[src/rtl/mem_stage_if.sv]
// Data-memory port bundle between the MEM stage (master) and the data memory (slave).
// The master issues dm_req/dm_we/dm_addr/dm_be/dm_wdata and holds them until dm_gnt.
// Read data returns later on dm_rvalid/dm_rdata.
interface mem_stage_if;
  logic        dm_req;
  logic        dm_we;
  logic [31:0] dm_addr;
  logic [3:0]  dm_be;
  logic [31:0] dm_wdata;
  logic        dm_gnt;
  logic        dm_rvalid;
  logic [31:0] dm_rdata;

  modport master (
    output dm_req, dm_we, dm_addr, dm_be, dm_wdata,
    input  dm_gnt, dm_rvalid, dm_rdata
  );

  modport slave (
    input  dm_req, dm_we, dm_addr, dm_be, dm_wdata,
    output dm_gnt, dm_rvalid, dm_rdata
  );
endinterface

[src/rtl/mem_stage.sv]
// MEM stage of the 5-stage MIPS pipeline.
// Issues loads/stores on the data-memory port, stalls upstream while an access
// is outstanding, and registers the MEM/WB bundle with load data already
// extended and lane-aligned.
//
// memop encoding (mem_i_memop, 4 bits):
//   0 NONE, 1 LB, 2 LBU, 3 LH, 4 LHU, 5 LW, 6 SB, 7 SH, 8 SW; 9-15 behave as NONE.
//
// Optional feature: define MEM_ALIGN_CHECK_EN to trap misaligned halfword/word
// accesses (no request, no stall, exception flag in the bundle). Without it the
// exception outputs are tied low and misaligned addresses are truncated.
//
// DM_TIMEOUT > 0 aborts an access after that many cycles in REQ/RESP; the
// aborted result reaches WB with mem_o_rfwe cleared.
module mem_stage #(
  parameter int unsigned DM_TIMEOUT = 0
) (
  input  logic        cpu_clk_50M,
  input  logic        cpu_rst,
  input  logic        mem_i_dm2rf,
  input  logic        mem_i_hilowe,
  input  logic        mem_i_rfwe,
  input  logic [4:0]  mem_i_rfwa,
  input  logic [63:0] mem_i_mulres,
  input  logic [31:0] mem_i_alures,
  input  logic [31:0] mem_i_dmdin,
  input  logic [3:0]  mem_i_memop,
  output logic        mem_stall,
  mem_stage_if.master dm,
  output logic        mem_o_rfwe,
  output logic [4:0]  mem_o_rfwa,
  output logic [31:0] mem_o_wd,
  output logic        mem_o_hilowe,
  output logic [63:0] mem_o_mulres,
  output logic        mem_o_exc_adel,
  output logic        mem_o_exc_ades
);

  localparam logic [3:0] OP_NONE = 4'd0;
  localparam logic [3:0] OP_LB   = 4'd1;
  localparam logic [3:0] OP_LBU  = 4'd2;
  localparam logic [3:0] OP_LH   = 4'd3;
  localparam logic [3:0] OP_LHU  = 4'd4;
  localparam logic [3:0] OP_LW   = 4'd5;
  localparam logic [3:0] OP_SB   = 4'd6;
  localparam logic [3:0] OP_SH   = 4'd7;
  localparam logic [3:0] OP_SW   = 4'd8;

  typedef enum logic [1:0] {
    S_IDLE = 2'd0,
    S_REQ  = 2'd1,
    S_RESP = 2'd2,
    S_DONE = 2'd3
  } state_e;

  // Byte enables for the addressed lanes; loads use the same lanes they read.
  function automatic logic [3:0] lane_be(input logic [3:0] op, input logic [1:0] lo);
    logic [3:0] be;
    case (op)
      OP_LB, OP_LBU, OP_SB: be = 4'b0001 << lo;
      OP_LH, OP_LHU, OP_SH: be = lo[1] ? 4'b1100 : 4'b0011;
      default:              be = 4'b1111;
    endcase
    return be;
  endfunction

  // Store data replicated across lanes so the memory only has to honour dm_be.
  function automatic logic [31:0] lane_wdata(input logic [3:0] op, input logic [31:0] d);
    logic [31:0] w;
    case (op)
      OP_SB:   w = {4{d[7:0]}};
      OP_SH:   w = {2{d[15:0]}};
      default: w = d;
    endcase
    return w;
  endfunction

  // Select the addressed lane from a read word and sign/zero-extend it.
  function automatic logic [31:0] load_extend(input logic [3:0] op, input logic [1:0] lo,
                                              input logic [31:0] w);
    logic [7:0]  b;
    logic [15:0] h;
    logic [31:0] r;
    case (lo)
      2'd0:    b = w[7:0];
      2'd1:    b = w[15:8];
      2'd2:    b = w[23:16];
      default: b = w[31:24];
    endcase
    h = lo[1] ? w[31:16] : w[15:0];
    case (op)
      OP_LB:   r = {{24{b[7]}}, b};
      OP_LBU:  r = {24'h0, b};
      OP_LH:   r = {{16{h[15]}}, h};
      OP_LHU:  r = {16'h0, h};
      default: r = w;
    endcase
    return r;
  endfunction

  state_e      state_q;
  logic        req_q;
  logic        we_q;
  logic [31:0] addr_q;
  logic [1:0]  lo_q;
  logic [3:0]  be_q;
  logic [31:0] wdata_q;
  logic [3:0]  op_q;
  logic        rfwe_lat_q;
  logic [4:0]  rfwa_lat_q;
  logic        dm2rf_lat_q;
  logic [31:0] ldata_q;
  logic        abort_q;
  logic [31:0] tmo_q;

  logic        is_load_d;
  logic        is_store_d;
  logic        misal_d;
  logic        issue_d;
  logic        tmo_hit_d;

  // Classify the op currently held in the EX/MEM register.
  always_comb begin
    is_load_d  = 1'b0;
    is_store_d = 1'b0;
    case (mem_i_memop)
      OP_LB, OP_LBU, OP_LH, OP_LHU, OP_LW: is_load_d  = 1'b1;
      OP_SB, OP_SH, OP_SW:                 is_store_d = 1'b1;
      default: ;
    endcase
  end

`ifdef MEM_ALIGN_CHECK_EN
  assign misal_d = (((mem_i_memop == OP_LH) || (mem_i_memop == OP_LHU) || (mem_i_memop == OP_SH))
                    && mem_i_alures[0])
                || (((mem_i_memop == OP_LW) || (mem_i_memop == OP_SW))
                    && (mem_i_alures[1:0] != 2'b00));
`else
  assign misal_d = 1'b0;
`endif

  assign issue_d   = (is_load_d || is_store_d) && !misal_d;
  assign tmo_hit_d = (DM_TIMEOUT != 0) && (tmo_q == DM_TIMEOUT - 1);
  assign mem_stall = ((state_q == S_IDLE) && issue_d) || (state_q == S_REQ) || (state_q == S_RESP);

  assign dm.dm_req   = req_q;
  assign dm.dm_we    = we_q;
  assign dm.dm_addr  = addr_q;
  assign dm.dm_be    = be_q;
  assign dm.dm_wdata = wdata_q;

  // Access FSM: latch the request in IDLE, hold it through REQ, capture read data in RESP.
  always_ff @(posedge cpu_clk_50M or posedge cpu_rst) begin
    if (cpu_rst) begin
      state_q     <= S_IDLE;
      req_q       <= 1'b0;
      we_q        <= 1'b0;
      addr_q      <= 32'h0;
      lo_q        <= 2'b00;
      be_q        <= 4'h0;
      wdata_q     <= 32'h0;
      op_q        <= OP_NONE;
      rfwe_lat_q  <= 1'b0;
      rfwa_lat_q  <= 5'h0;
      dm2rf_lat_q <= 1'b0;
      ldata_q     <= 32'h0;
      abort_q     <= 1'b0;
      tmo_q       <= 32'h0;
    end else begin
      case (state_q)
        S_IDLE: begin
          if (issue_d) begin
            state_q     <= S_REQ;
            req_q       <= 1'b1;
            we_q        <= is_store_d;
            addr_q      <= {mem_i_alures[31:2], 2'b00};
            lo_q        <= mem_i_alures[1:0];
            be_q        <= lane_be(mem_i_memop, mem_i_alures[1:0]);
            wdata_q     <= lane_wdata(mem_i_memop, mem_i_dmdin);
            op_q        <= mem_i_memop;
            rfwe_lat_q  <= mem_i_rfwe;
            rfwa_lat_q  <= mem_i_rfwa;
            dm2rf_lat_q <= mem_i_dm2rf;
            abort_q     <= 1'b0;
            tmo_q       <= 32'h0;
          end
        end
        S_REQ: begin
          if (dm.dm_gnt) begin
            req_q   <= 1'b0;
            state_q <= we_q ? S_DONE : S_RESP;
            tmo_q   <= tmo_q + 32'd1;
          end else if (tmo_hit_d) begin
            req_q   <= 1'b0;
            abort_q <= 1'b1;
            state_q <= S_DONE;
          end else begin
            tmo_q <= tmo_q + 32'd1;
          end
        end
        S_RESP: begin
          if (dm.dm_rvalid) begin
            ldata_q <= load_extend(op_q, lo_q, dm.dm_rdata);
            state_q <= S_DONE;
          end else if (tmo_hit_d) begin
            abort_q <= 1'b1;
            state_q <= S_DONE;
          end else begin
            tmo_q <= tmo_q + 32'd1;
          end
        end
        default: begin
          // DONE lasts one cycle; the op still on the inputs has already been served.
          state_q <= S_IDLE;
        end
      endcase
    end
  end

  // MEM/WB bundle: bubble while stalled, latched access result in DONE, pass-through otherwise.
  always_ff @(posedge cpu_clk_50M or posedge cpu_rst) begin
    if (cpu_rst) begin
      mem_o_rfwe   <= 1'b0;
      mem_o_rfwa   <= 5'h0;
      mem_o_wd     <= 32'h0;
      mem_o_hilowe <= 1'b0;
      mem_o_mulres <= 64'h0;
    end else if (mem_stall) begin
      mem_o_rfwe   <= 1'b0;
      mem_o_hilowe <= 1'b0;
    end else if (state_q == S_DONE) begin
      mem_o_rfwe   <= rfwe_lat_q && !abort_q;
      mem_o_rfwa   <= rfwa_lat_q;
      mem_o_wd     <= dm2rf_lat_q ? ldata_q : mem_i_alures;
      mem_o_hilowe <= mem_i_hilowe;
      mem_o_mulres <= mem_i_mulres;
    end else begin
      mem_o_rfwe   <= mem_i_rfwe && !(misal_d && is_load_d);
      mem_o_rfwa   <= mem_i_rfwa;
      mem_o_wd     <= mem_i_alures;
      mem_o_hilowe <= mem_i_hilowe;
      mem_o_mulres <= mem_i_mulres;
    end
  end

`ifdef MEM_ALIGN_CHECK_EN
  // Address-error flags travel with the bundle of the trapped op only.
  always_ff @(posedge cpu_clk_50M or posedge cpu_rst) begin
    if (cpu_rst) begin
      mem_o_exc_adel <= 1'b0;
      mem_o_exc_ades <= 1'b0;
    end else if (mem_stall || (state_q == S_DONE)) begin
      mem_o_exc_adel <= 1'b0;
      mem_o_exc_ades <= 1'b0;
    end else begin
      mem_o_exc_adel <= misal_d && is_load_d;
      mem_o_exc_ades <= misal_d && is_store_d;
    end
  end
`else
  assign mem_o_exc_adel = 1'b0;
  assign mem_o_exc_ades = 1'b0;
`endif

endmodule

[src/flat_wrapper.sv]
// flat-port wrapper written by rule: the top's interface ports become plain ports
module mem_stage_flat 
#(
  parameter int unsigned DM_TIMEOUT = 0
)
  (cpu_clk_50M, cpu_rst, mem_i_dm2rf, mem_i_hilowe, mem_i_rfwe, mem_i_rfwa, mem_i_mulres, mem_i_alures, mem_i_dmdin, mem_i_memop, mem_stall, mem_o_rfwe, mem_o_rfwa, mem_o_wd, mem_o_hilowe, mem_o_mulres, mem_o_exc_adel, mem_o_exc_ades, dm_dm_req, dm_dm_we, dm_dm_addr, dm_dm_be, dm_dm_wdata, dm_dm_gnt, dm_dm_rvalid, dm_dm_rdata);
  mem_stage_if dm_i ();
  input  logic cpu_clk_50M;
  input  logic cpu_rst;
  input  logic mem_i_dm2rf;
  input  logic mem_i_hilowe;
  input  logic mem_i_rfwe;
  input  logic [4:0] mem_i_rfwa;
  input  logic [63:0] mem_i_mulres;
  input  logic [31:0] mem_i_alures;
  input  logic [31:0] mem_i_dmdin;
  input  logic [3:0] mem_i_memop;
  output logic mem_stall;
  output logic mem_o_rfwe;
  output logic [4:0] mem_o_rfwa;
  output logic [31:0] mem_o_wd;
  output logic mem_o_hilowe;
  output logic [63:0] mem_o_mulres;
  output logic mem_o_exc_adel;
  output logic mem_o_exc_ades;
  output wire logic [$bits(dm_i.dm_req)-1:0] dm_dm_req;
  output wire logic [$bits(dm_i.dm_we)-1:0] dm_dm_we;
  output wire logic [$bits(dm_i.dm_addr)-1:0] dm_dm_addr;
  output wire logic [$bits(dm_i.dm_be)-1:0] dm_dm_be;
  output wire logic [$bits(dm_i.dm_wdata)-1:0] dm_dm_wdata;
  input wire logic [$bits(dm_i.dm_gnt)-1:0] dm_dm_gnt;
  input wire logic [$bits(dm_i.dm_rvalid)-1:0] dm_dm_rvalid;
  input wire logic [$bits(dm_i.dm_rdata)-1:0] dm_dm_rdata;
  assign dm_dm_req = dm_i.dm_req;
  assign dm_dm_we = dm_i.dm_we;
  assign dm_dm_addr = dm_i.dm_addr;
  assign dm_dm_be = dm_i.dm_be;
  assign dm_dm_wdata = dm_i.dm_wdata;
  assign dm_i.dm_gnt = dm_dm_gnt;
  assign dm_i.dm_rvalid = dm_dm_rvalid;
  assign dm_i.dm_rdata = dm_dm_rdata;
  mem_stage #(.DM_TIMEOUT(DM_TIMEOUT)) u_core (.cpu_clk_50M(cpu_clk_50M), .cpu_rst(cpu_rst), .mem_i_dm2rf(mem_i_dm2rf), .mem_i_hilowe(mem_i_hilowe), .mem_i_rfwe(mem_i_rfwe), .mem_i_rfwa(mem_i_rfwa), .mem_i_mulres(mem_i_mulres), .mem_i_alures(mem_i_alures), .mem_i_dmdin(mem_i_dmdin), .mem_i_memop(mem_i_memop), .mem_stall(mem_stall), .dm(dm_i), .mem_o_rfwe(mem_o_rfwe), .mem_o_rfwa(mem_o_rfwa), .mem_o_wd(mem_o_wd), .mem_o_hilowe(mem_o_hilowe), .mem_o_mulres(mem_o_mulres), .mem_o_exc_adel(mem_o_exc_adel), .mem_o_exc_ades(mem_o_exc_ades));
endmodule
[config.mk]
export PLATFORM = sky130hd
export DESIGN_NAME = mem_stage_flat
export DESIGN_NICKNAME = d
export VERILOG_FILES = /design/src/rtl/mem_stage_if.sv /design/src/rtl/mem_stage.sv /design/src/flat_wrapper.sv
export SDC_FILE = /design/constraint.sdc
export NUM_CORES = 1
export LEC_CHECK = 0
export CORE_MARGIN = 2
export CORE_UTILIZATION = 45
export DETAILED_ROUTE_END_ITERATION = 10
export PLACE_DENSITY_LB_ADDON = 0.25
export SETUP_SLACK_MARGIN = 0.4
export SYNTH_ARGS = -nofsm -noshare
export SYNTH_HDL_FRONTEND = slang
export SYNTH_SLANG_ARGS = --single-unit
[constraint.sdc]
create_clock -name cpu_clk_50M -period 8.9 [get_ports cpu_clk_50M]
set_input_delay 0.89 -clock cpu_clk_50M [delete_from_list [all_inputs] [get_ports cpu_clk_50M]]
set_output_delay 0.89 -clock cpu_clk_50M [all_outputs]
set_load 0.1 [all_outputs]
==> PnR_summary.wiki, run 1 <==
{| class="wikitable"
! Metric !! Value
|-
| Worst Reg2Reg Path Length in Cells || 6
|-
| Drt first-iter violations || between 200 and 300
|-
| Number of global-route vias before repair || about 7,800
|-
| Die Y-Extent || between 150 and 200 um
|-
| Register clock-pin slew on the reported worst setup and hold paths || roughly 0.06 ns
|-
| Crit path max-delay family || buffers and inverters
|-
| Remaining routing DRC violations || 0
|-
| Sequential standard cell area || ~5500 um^2
|-
| Maximum clock frequency || 0.214 GHz
|-
| Setup Viol. Count Final || 0
|-
| Slowest stage cell, crit path || sky130_fd_sc_hd__clkdlybuf4s50_1
|-
| Antenna violations before repair || 0
|-
| Vias post-DR || 7,975
|-
| Filler instances || 1,686
|-
| Syn_area_per_cell || roughly 11 um^2
|-
| Number of nets still failing antenna checks after routing || 0
|-
| Setup crit end kind || output port
|-
| Detailed Route WL || roughly 28,000 um
|-
| Post CTS Setup Buffer Count || 0
|-
| Gate count of the mapped netlist || between 900 and 1,000
|-
| Area growth, synth to finish || 45.3%
|-
| Area of the die || approximately 23,000 um^2
|-
| Top cell types by occurrence after synthesis || sky130_fd_sc_hd__nand2_1, sky130_fd_sc_hd__dfrtp_1, sky130_fd_sc_hd__nor2_1
|-
| Status || finished clean
|-
| Fraction of met3 tracks used by global routing || 0.0545
|-
| CP cell instances || clkdlybuf4s50_1, o31ai_1, a311oi_4, inv_1, clkdlybuf4s50_1
|-
| PostCTS Resize Cnt || 0
|-
| Commonest register cell after synthesis || sky130_fd_sc_hd__dfrtp_1
|-
| Worst endpoint data arrival time || approximately 3.8 ns
|-
| Total of hold buffers inserted after clock tree synthesis || 0
|-
| Number of distinct library cells after synthesis || 48
|-
| Number of synthesized flops with an enable pin || 0
|-
| Final routed wire length divided by cell count || ~19 um
|-
| # Max-Cap Violations || 0
|-
| Number of clock sinks || approximately 220
|-
| Synth Cell Area || 9670 um^2
|-
| Number of iterations in the first detailed-routing pass || 7
|-
| CP max stage delay || roughly 1.2 ns
|-
| Fraction of synthesized cell area taken by the top area cell type || 0.564
|-
| Final Wtd Congestion || slightly below 0.9
|-
| Maximum number of pins on one net before global-route repair || 141
|-
| Proportion of synthesized flip-flops having asynchronous set or reset || 1.00
|-
| Final Max Slew Viols || 0
|-
| Area used by multi-input combinational logic || 3920 um^2
|-
| Number of nets in the layout || 1,418
|-
| Crit path launch type || input port
|-
| Actual slew at the worst max-slew pin || approximately 1.2 ns
|-
| Buffer depth of the longest clock path || 3
|-
| Overflow left after global routing || 0
|-
| Final hold slack || approximately 0.47 ns
|-
| Warnings, synthesis || 0
|-
| Setup repair after global routing missed its margin || false
|-
| HP Class || reg2reg
|-
| Wire length of the first global-routing pass || between 40,000 and 50,000 um
|-
| Number of storage elements in the synthesis netlist || 218
|-
| I/O Pins || ~350
|-
| Most used standard cell by instance count after synthesis || sky130_fd_sc_hd__nand2_1
|-
| Fraction of layout instances using a drive strength above 1 || 0.0861
|-
| Critical path depth || 5
|-
| Final hold vios || 0
|-
| CTS tree || done
|-
| Relative slew slack || 0.212
|-
| Capture point of the worst path || mem_stall
|-
| Clock tree root buffer cell || sky130_fd_sc_hd__clkbuf_16
|-
| Standard-cell rows || 53
|-
| Critical R2R Capture || u_core.mem_o_mulres[42]
|-
| Met1 GRT Util || 0.299
|-
| Critical register-to-register path startpoint || u_core.state_q[0]
|-
| Total negative slack || 0 ns
|-
| Most Crowded Layer GR || met2
|-
| Initial core utilization || 0.459
|-
| Post-layout min period || 4.68 ns
|-
| Number of buffer and inverter instances along the worst setup path || 3
|-
| Worst path required time || 8.01 ns
|-
| Count of input and output buffers || 347
|-
| H-tree level count || 1
|-
| Floorplan die width || ~150 um
|-
| Most used cell, CP || sky130_fd_sc_hd__clkdlybuf4s50_1
|-
| Largest area contributor in the synthesized netlist || sky130_fd_sc_hd__dfrtp_1
|-
| Total core area || between 20,000 and 25,000 um^2
|-
| Clock Skews || roughly 0.011 ns
|-
| Tot GR Track Use || 0.241
|-
| HPWL reported at the end of detailed placement || 20,100 um
|-
| Source-to-sink clock delay at the later pin of the worst-skew pair || ~0.52 ns
|-
| CTS Buf Count || 24
|-
| Highest fanout seen on the critical path || 12
|-
| Final period utilization || 0.526
|-
| Sequential area share after synthesis || 0.564
|-
| Type of the worst setup path || in2out
|-
| Origin of the worst setup path || mem_i_memop[1]
|-
| Top cells by area, synth || sky130_fd_sc_hd__dfrtp_1, sky130_fd_sc_hd__nand2_1, sky130_fd_sc_hd__mux2i_1
|-
| Setup slack, reg-to-reg || roughly 6 ns
|-
| Met2 track demand over resource || 0.407
|-
| Vias per inst || between 5 and 6
|}
-- worst register-to-register path: cells and delay by family (launching register included) --
| family | cells | cell delay [ns] |
|---|---|---|
| AOI/OAI and AO/OA | 1 | 0.27 |
| muxes | 1 | 0.49 |
| buffers and inverters | 3 | 1.43 |
| adders and majority gates | 1 | 0.36 |
| DFF | 1 | 0.40 |
-- sequential cells by signal, summed over array words and instances (netlist names), 4 cells and up --
register / cells
u_core.dm.dm_addr: 30
u_core.dm.dm_be: 4
u_core.dm.dm_wdata: 32
u_core.ldata_q: 32
u_core.mem_o_mulres: 64
u_core.mem_o_rfwa: 5
u_core.mem_o_wd: 32
u_core.op_q: 4
u_core.rfwa_lat_q: 5
-- worst min path at each step --
stage / from / end / cells after the start
after floorplan: u_core.rfwa_lat_q[0] / u_core.rfwa_lat_q[0] / 2
after global placement: u_core.rfwa_lat_q[0] / u_core.rfwa_lat_q[0] / 2
after detailed placement: u_core.dm.dm_addr[27] / u_core.dm.dm_addr[27] / 2
after CTS: u_core.dm.dm_addr[3] / u_core.dm.dm_addr[3] / 2
after global routing: u_core.mem_o_mulres[14] / u_core.mem_o_mulres[14] / 1
final: u_core.dm.dm_addr[3] / u_core.dm.dm_addr[3] / 2
-- area by class of cell --
| class | instances | area share |
|---|---|---|
| clock inverter | 9 | 0.00623 |
| timing repair buffer | 354 | 0.251 |
| sequential | 218 | 0.388 |
| antenna | 2 | 0.000356 |
| multi-input combinational | 631 | 0.279 |
| clock buffer | 33 | 0.0480 |
| inverter | 9 | 0.00294 |
| tap | 275 | 0.0245 |
-- cell families after synthesis --
| kind of cell | after synthesis | share of synthesized area |
|---|---|---|
| AOI/OAI and AO/OA | 146 | 0.0868 |
| adders and majority gates | 4 | 0.00517 |
| DFF | 218 | 0.564 |
| muxes | 146 | 0.170 |
| buffers and inverters | 75 | 0.0343 |
| and+or+nand+nor | 330 | 0.138 |
| other | 1 | 0.000388 |
| xor gates and xnor gates | 1 | 0.000906 |
-- layer usage --
metal	up-vias	share of wire	routed length (um)
li1	3751	-	-
met2	300	0.49	13900
met3	83	0.074	2110
met1	3841	0.39	11200
met4	0	0.043	1230
met5	-	0	0
-- cells in the final DEF, fill, tap and decap left out, types with 3 or more instances in the layout --
cell type                         instances
sky130_fd_sc_hd__nand3_1                 11
sky130_fd_sc_hd__conb_1                   4
sky130_fd_sc_hd__clkbuf_1                 5
sky130_fd_sc_hd__mux2i_1                 70
sky130_fd_sc_hd__mux4_2                   8
sky130_fd_sc_hd__or3b_2                   3
sky130_fd_sc_hd__dfrtp_1                218
sky130_fd_sc_hd__nor2_1                  72
sky130_fd_sc_hd__a21oi_1                 65
sky130_fd_sc_hd__a2bb2oi_1                7
sky130_fd_sc_hd__mux2_2                  47
sky130_fd_sc_hd__nor2b_1                  5
sky130_fd_sc_hd__buf_4                    7
sky130_fd_sc_hd__clkbuf_8                 4
sky130_fd_sc_hd__a31oi_1                 10
sky130_fd_sc_hd__inv_1                    8
sky130_fd_sc_hd__mux2_1                  21
sky130_fd_sc_hd__clkdlybuf4s50_1        347
sky130_fd_sc_hd__clkbuf_16               24
sky130_fd_sc_hd__ha_1                     4
sky130_fd_sc_hd__and2_1                   3
sky130_fd_sc_hd__o21ai_0                 43
sky130_fd_sc_hd__nand2_1                220
sky130_fd_sc_hd__clkinv_2                 5
-- metrics by stage --
stage	util	cell area [um^2]	setup WS [ns]	cells
3_5_place_dp	0.630	13300	4.23	1487
2_1_floorplan	-	9680	2.05	924
6_report	0.667	14100	4.22	1531
4_1_cts	0.666	14100	4.22	1529
3_3_place_gp	0.630	13300	4.27	1487
5_1_grt	0.666	14100	4.05	1529
Power of run 1 is left out: the tool's default activity adds up to more than one toggle a clock period on the data nets, which glitch-free logic cannot reach.
==> inputs of run 2 (changes only) <==
clock period = 4.6 ns   (was 8.9 ns; I/O delays follow)
==> PnR_summary.wiki, run 2 (synthesized netlist as in run 1, its figures left out) <==
{| class="wikitable"
! Metric !! Value
|-
| Max FFs per register || 64 (unchanged)
|-
| Final routed wire length divided by cell count || 18.6 um (+0.48%)
|-
| Count of input and output buffers || 347 (unchanged)
|-
| PostCTS Resize Cnt || 0 (unchanged)
|-
| Buffer depth of the longest clock path || 3 (unchanged)
|-
| CTS tree || done
|-
| Critical register-to-register path startpoint || u_core.lo_q[1]
|-
| Overflow left after global routing || 0 (unchanged)
|-
| Maximum clock frequency || around 0.3 GHz
|-
| Antenna violations before repair || 0 (unchanged)
|-
| Crit path launch type || input port
|-
| Post CTS Setup Buffer Count || 0 (unchanged)
|-
| Area of the die || 22,700 um^2 (unchanged)
|-
| Final Wtd Congestion || 0.885 (-0.15%)
|-
| Initial core utilization || 0.459 (unchanged)
|-
| HPWL reported at the end of detailed placement || 20,300 um (+1.1%)
|-
| Wire length of the first global-routing pass || 43,900 um (+2.5%)
|-
| Total core area || 21,100 um^2 (unchanged)
|-
| Tot GR Track Use || 0.247 (+0.00558)
|-
| Clock Skews || 0.00948 ns (-0.00136 ns)
|-
| Detailed Route WL || 28,600 um (+0.75%)
|-
| Drt first-iter violations || 449 (+56%)
|-
| Register clock-pin slew on the reported worst setup and hold paths || 0.06 ns (about the same)
|-
| Vias per inst || 5.23 (+0.35%)
|-
| Clock tree root buffer cell || sky130_fd_sc_hd__clkbuf_16
|-
| Number of clock sinks || 218 (unchanged)
|-
| Worst path required time || 4.14 ns (-3.87 ns)
|-
| Worst Reg2Reg Path Length in Cells || 4 (-2)
|-
| Type of the worst setup path || in2out
|-
| Actual slew at the worst max-slew pin || 1.09 ns (-0.0937 ns)
|-
| Critical R2R Capture || u_core.ldata_q[28]
|-
| Number of global-route vias before repair || 7,990 (+2.3%)
|-
| Post-layout min period || ~3.3 ns
|-
| Most frequent standard cell in the layout excluding fill and tap cells || sky130_fd_sc_hd__clkdlybuf4s50_1
|-
| Standard-cell rows || 53 (unchanged)
|-
| Vias post-DR || 8,024 (+0.61%)
|-
| Area used by multi-input combinational logic || 3920 um^2 (unchanged)
|-
| H-tree level count || 1 (unchanged)
|-
| Total of hold buffers inserted after clock tree synthesis || 0 (unchanged)
|-
| Die Y-Extent || 151 um (unchanged)
|-
| Status || finished clean
|-
| Capture point of the worst path || mem_stall
|-
| Floorplan die width || 151 um (unchanged)
|-
| Setup crit end kind || output port
|-
| Origin of the worst setup path || mem_i_memop[1]
|-
| Relative slew slack || 0.274 (+0.0616)
|-
| Worst endpoint data arrival time || 2.82 ns (-0.97 ns)
|-
| Total negative slack || 0 ns (unchanged)
|-
| Remaining routing DRC violations || 0 (unchanged)
|-
| CTS Buf Count || 24 (unchanged)
|-
| Final hold vios || 0 (unchanged)
|-
| Number of nets still failing antenna checks after routing || 0 (unchanged)
|-
| Number of nets in the layout || 1,421 (+0.21%)
|-
| Setup repair after global routing missed its margin || false
|-
| Highest fanout seen on the critical path || 12 (unchanged)
|-
| Number of iterations in the first detailed-routing pass || 5 (-2)
|-
| Setup slack, reg-to-reg || 1.93 ns (-3.91 ns)
|-
| Sequential standard cell area || 5460 um^2 (unchanged)
|-
| Maximum number of pins on one net before global-route repair || 122 (-13%)
|-
| Final Max Slew Viols || 0 (unchanged)
|-
| Filler instances || 1,606 (-4.7%)
|-
| Final period utilization || 0.713
|-
| Register with the most flip-flops || u_core.mem_o_mulres
|-
| Setup Viol. Count Final || 0 (unchanged)
|-
| Source-to-sink clock delay at the later pin of the worst-skew pair || 0.51 ns (about the same)
|-
| Area growth, synth to finish || 47.5%
|-
| Commonest cells after routing, fill and taps aside || sky130_fd_sc_hd__clkdlybuf4s50_1, sky130_fd_sc_hd__nand2_1, sky130_fd_sc_hd__dfrtp_1
|-
| HP Class || in2async
|-
| I/O Pins || 352 (unchanged)
|-
| # Max-Cap Violations || 0 (unchanged)
|-
| Fraction of layout instances using a drive strength above 1 || 0.0929 (+0.00681)
|}
-- run 2: changes by cell type in the layout (fill, tap and decap cells not counted), sizes merged --
cell           before  now
buf                 7   11
clkdlybuf4s50     347  346
clkinv              7    3
diode               2    1
clkbuf             33   35
bufinv              1    5
-- run 2: through the flow --
stage	instances	hold slack [ns]	setup WS (ns)	utilization	cell area, um^2
3_3_place_gp	1490	0.457	1.25	0.633	13300
5_1_grt	1534	0.501	1.21	0.676	14300
3_5_place_dp	1490	0.463	1.14	0.633	13300
2_1_floorplan	924	0.445	1.30	-	9690
4_1_cts	1534	0.478	1.32	0.676	14300
6_report	1535	0.451	1.32	0.676	14300
-- run 2: layout make-up --
class / count / share of cell area
inverters: 9 / 0.00263
well taps: 275 / 0.0241
flip-flops and latches: 218 / 0.382
clock inverters: 9 / 0.0122
multi-input cells: 631 / 0.275
clock buffers: 35 / 0.0521
repair buffers: 357 / 0.251
diodes: 1 / 0.000175
-- run 2: how the worst min path moves through the flow --
stage,endpoint,startpoint,cells past startpoint
after global placement,u_core.rfwa_lat_q[0],u_core.rfwa_lat_q[0],2
after global routing,u_core.mem_o_mulres[52],cpu_rst,2
final,u_core.mem_o_mulres[52],cpu_rst,2
after CTS,u_core.dm.dm_addr[20],u_core.dm.dm_addr[20],2
after floorplan,u_core.rfwa_lat_q[0],u_core.rfwa_lat_q[0],2
after detailed placement,u_core.dm.dm_wdata[1],u_core.dm.dm_wdata[1],2
-- run 2: layer usage --
layer | vias up | routed length [um] | global-route usage
met4 | 0 | 1080 | 0.0902
met3 | 68 | 2190 | 0.0561
met2 | 324 | 14000 | 0.417
met1 | 3868 | 11400 | 0.311
li1 | 3764 | - | -
met5 | - | 0 | 0
-- run 2: critical path, stage by stage --
cell and delay, ns:
sky130_fd_sc_hd__clkdlybuf4s50_1 0.60, sky130_fd_sc_hd__or4_1 0.73, sky130_fd_sc_hd__a311oi_4 0.61, sky130_fd_sc_hd__inv_1 0.20
sky130_fd_sc_hd__buf_12 0.22
Power of run 2 is left out for the same reason.
==> inputs of run 3 (changes only) <==
clock period = 3.4 ns   (was 4.6 ns; I/O delays follow)
==> PnR_summary.wiki, run 3 (synthesized netlist as in run 1, its figures left out) <==
{| class="wikitable"
! Metric !! Value
|-
| Status || finished clean
|-
| Setup Viol. Count Final || 0 (unchanged)
|-
| Cell area after placement || 13,500 um^2 (+1.2%)
|-
| Source-to-sink clock delay at the later pin of the worst-skew pair || 0.52 ns (about the same)
|-
| Vias post-DR || 8,030 (+0.075%)
|-
| Number of buffer and inverter instances along the worst setup path || 3 (unchanged)
|-
| Tot GR Track Use || 0.244 (-0.00248)
|-
| CP cell instances || clkdlybuf4s50_1, or4_1, a311oi_4, inv_1, buf_12
|-
| Vias per inst || 5.19 (-0.77%)
|-
| Placed cell count || 1,505 (+1.0%)
|-
| HPWL reported at the end of detailed placement || 20,500 um (+0.82%)
|-
| Relative slew slack || 0.299 (+0.0252)
|-
| Maximum number of pins on one net before global-route repair || 62 (-49%)
|-
| Antenna violations before repair || 0 (unchanged)
|-
| Origin of the worst setup path || mem_i_memop[0]
|-
| Setup repair after global routing missed its margin || false
|-
| Final routed wire length divided by cell count || 18.4 um (-1.5%)
|-
| H-tree level count || 1 (unchanged)
|-
| Number of nets in the layout || 1,436 (+1.1%)
|-
| CP max stage delay || 0.68 ns (-0.05 ns)
|-
| Total negative slack || 0 ns (unchanged)
|-
| Clock tree root buffer cell || sky130_fd_sc_hd__clkbuf_16
|-
| Floorplan die width || 151 um (unchanged)
|-
| Standard-cell rows || 53 (unchanged)
|-
| Number of iterations in the first detailed-routing pass || 5 (unchanged)
|-
| Total core area || 21,100 um^2 (unchanged)
|-
| Final worst-path setup slack || 0.603 ns (-0.716 ns)
|-
| CTS Buf Count || 24 (unchanged)
|-
| Post-layout min period || around 2.8 ns
|-
| Final hold vios || 0 (unchanged)
|-
| Fraction of layout instances using a drive strength above 1 || 0.101 (+0.00762)
|-
| Area growth, synth to finish || 47.3% (about the same)
|-
| Total of hold buffers inserted after clock tree synthesis || 0 (unchanged)
|-
| Crit path max-delay family || buffers and inverters
|-
| Crit path launch type || input port
|-
| Max FFs per register || 64 (unchanged)
|-
| Critical register-to-register path startpoint || u_core.lo_q[0]
|-
| Worst endpoint data arrival time || 2.46 ns (-0.36 ns)
|-
| I/O Pins || 352 (unchanged)
|-
| Drt first-iter violations || 327 (-27%)
|-
| CTS tree || done
|-
| Most frequent standard cell in the layout excluding fill and tap cells || sky130_fd_sc_hd__clkdlybuf4s50_1
|-
| Final Max Slew Viols || 0 (unchanged)
|-
| Overflow left after global routing || 0 (unchanged)
|-
| Number of global-route vias before repair || 8,035 (+0.56%)
|-
| Final Wtd Congestion || 0.838 (-5.3%)
|-
| Commonest cells after routing, fill and taps aside || sky130_fd_sc_hd__clkdlybuf4s50_1, sky130_fd_sc_hd__nand2_1, sky130_fd_sc_hd__dfrtp_1
|-
| Type of the worst setup path || in2out
|-
| Wire length of the first global-routing pass || 43,600 um (-0.63%)
|-
| Number of nets still failing antenna checks after routing || 0 (unchanged)
|-
| Actual slew at the worst max-slew pin || 1.05 ns (-0.0373 ns)
|-
| Area of the die || 22,700 um^2 (unchanged)
|-
| Final instance area || 14,200 um^2 (about the same)
|-
| Slowest stage cell, crit path || sky130_fd_sc_hd__or4_1
|-
| Register clock-pin slew on the reported worst setup and hold paths || 0.06 ns (about the same)
|-
| Setup slack at placement || 0.377 ns (-0.761 ns)
|-
| Buffer depth of the longest clock path || 3 (unchanged)
|-
| Die Y-Extent || 151 um (unchanged)
|-
| # Max-Cap Violations || 0 (unchanged)
|-
| Filler-free cell count of the finished design || 1,548 (+0.85%)
|-
| Post CTS Setup Buffer Count || 0 (unchanged)
|-
| Count of input and output buffers || 347 (unchanged)
|-
| Worst path required time || 3.06 ns (-1.08 ns)
|-
| Maximum clock frequency || 0.357 GHz
|-
| Antenna diode instance count || 0 (-1)
|-
| Clock Skews || 0.0187 ns (+0.00918 ns)
|-
| Initial core utilization || 0.459 (unchanged)
|-
| Final period utilization || 0.823
|-
| PostCTS Resize Cnt || 0 (unchanged)
|-
| Setup crit end kind || output port
|-
| HP Class || in2async
|-
| Register with the most flip-flops || u_core.mem_o_mulres
|-
| Detailed Route WL || 28,400 um (-0.69%)
|-
| Number of clock sinks || 218 (unchanged)
|-
| Highest fanout seen on the critical path || 6 (-6)
|-
| Remaining routing DRC violations || 0 (unchanged)
|}
run 3: cell count changes in the layout (fill, tap and decap cells not counted):
cell / delta
sky130_fd_sc_hd__diode_2: -1
sky130_fd_sc_hd__clkinv_8: +1
sky130_fd_sc_hd__clkbuf_8: -6
sky130_fd_sc_hd__clkbuf_16: -1
sky130_fd_sc_hd__clkinv_2: +7
sky130_fd_sc_hd__inv_6: -1
sky130_fd_sc_hd__buf_12: +4
sky130_fd_sc_hd__clkbuf_1: +3
sky130_fd_sc_hd__buf_4: +11
sky130_fd_sc_hd__bufinv_16: -4
run 3: path summary, 6_finish.rpt:
| check | to | slack (ns) | depth (start not counted) |
|---|---|---|---|
| setup reg to reg | u_core.ldata_q[21] | 1.06 | 5 |
| hold reg to reg | u_core.dm.dm_addr[3] | 0.48 | 2 |
| min in group cpu_clk_50M | u_core.dm2rf_lat_q | 0.36 | 3 |
| max in group asynchronous | u_core.dm.dm_wdata[30] | 2.33 | 3 |
| setup / recovery | mem_stall | 0.60 | 5 |
| hold / removal | u_core.op_q[0] | 0.34 | 2 |
run 3: layout make-up:
type / count / area (um^2)
fill: 1644 / 6840
sequential: 218 / 5460
multi-input combinational: 631 / 3920
timing repair buffer: 372 / 3750
clock buffer: 31 / 647
tap: 275 / 344
clock inverter: 12 / 96.3
inverter: 9 / 37.5
run 3: per-layer routing:
metal  vias up  track usage  share of wire
li1       3800            -              -
met1      3887        0.306           0.40
met2       290        0.424           0.49
met3        53       0.0530          0.073
met4         0       0.0748          0.030
met5         -            0              0
run 3: per-stage QoR:
stage	utilization	hold slack, ns
CTS	0.676	0.346
detailed placement	0.641	0.462
floorplan	-	0.445
global route	0.676	0.382
global placement	0.641	0.456
finish	0.676	0.344
Power of run 3 is left out for the same reason.
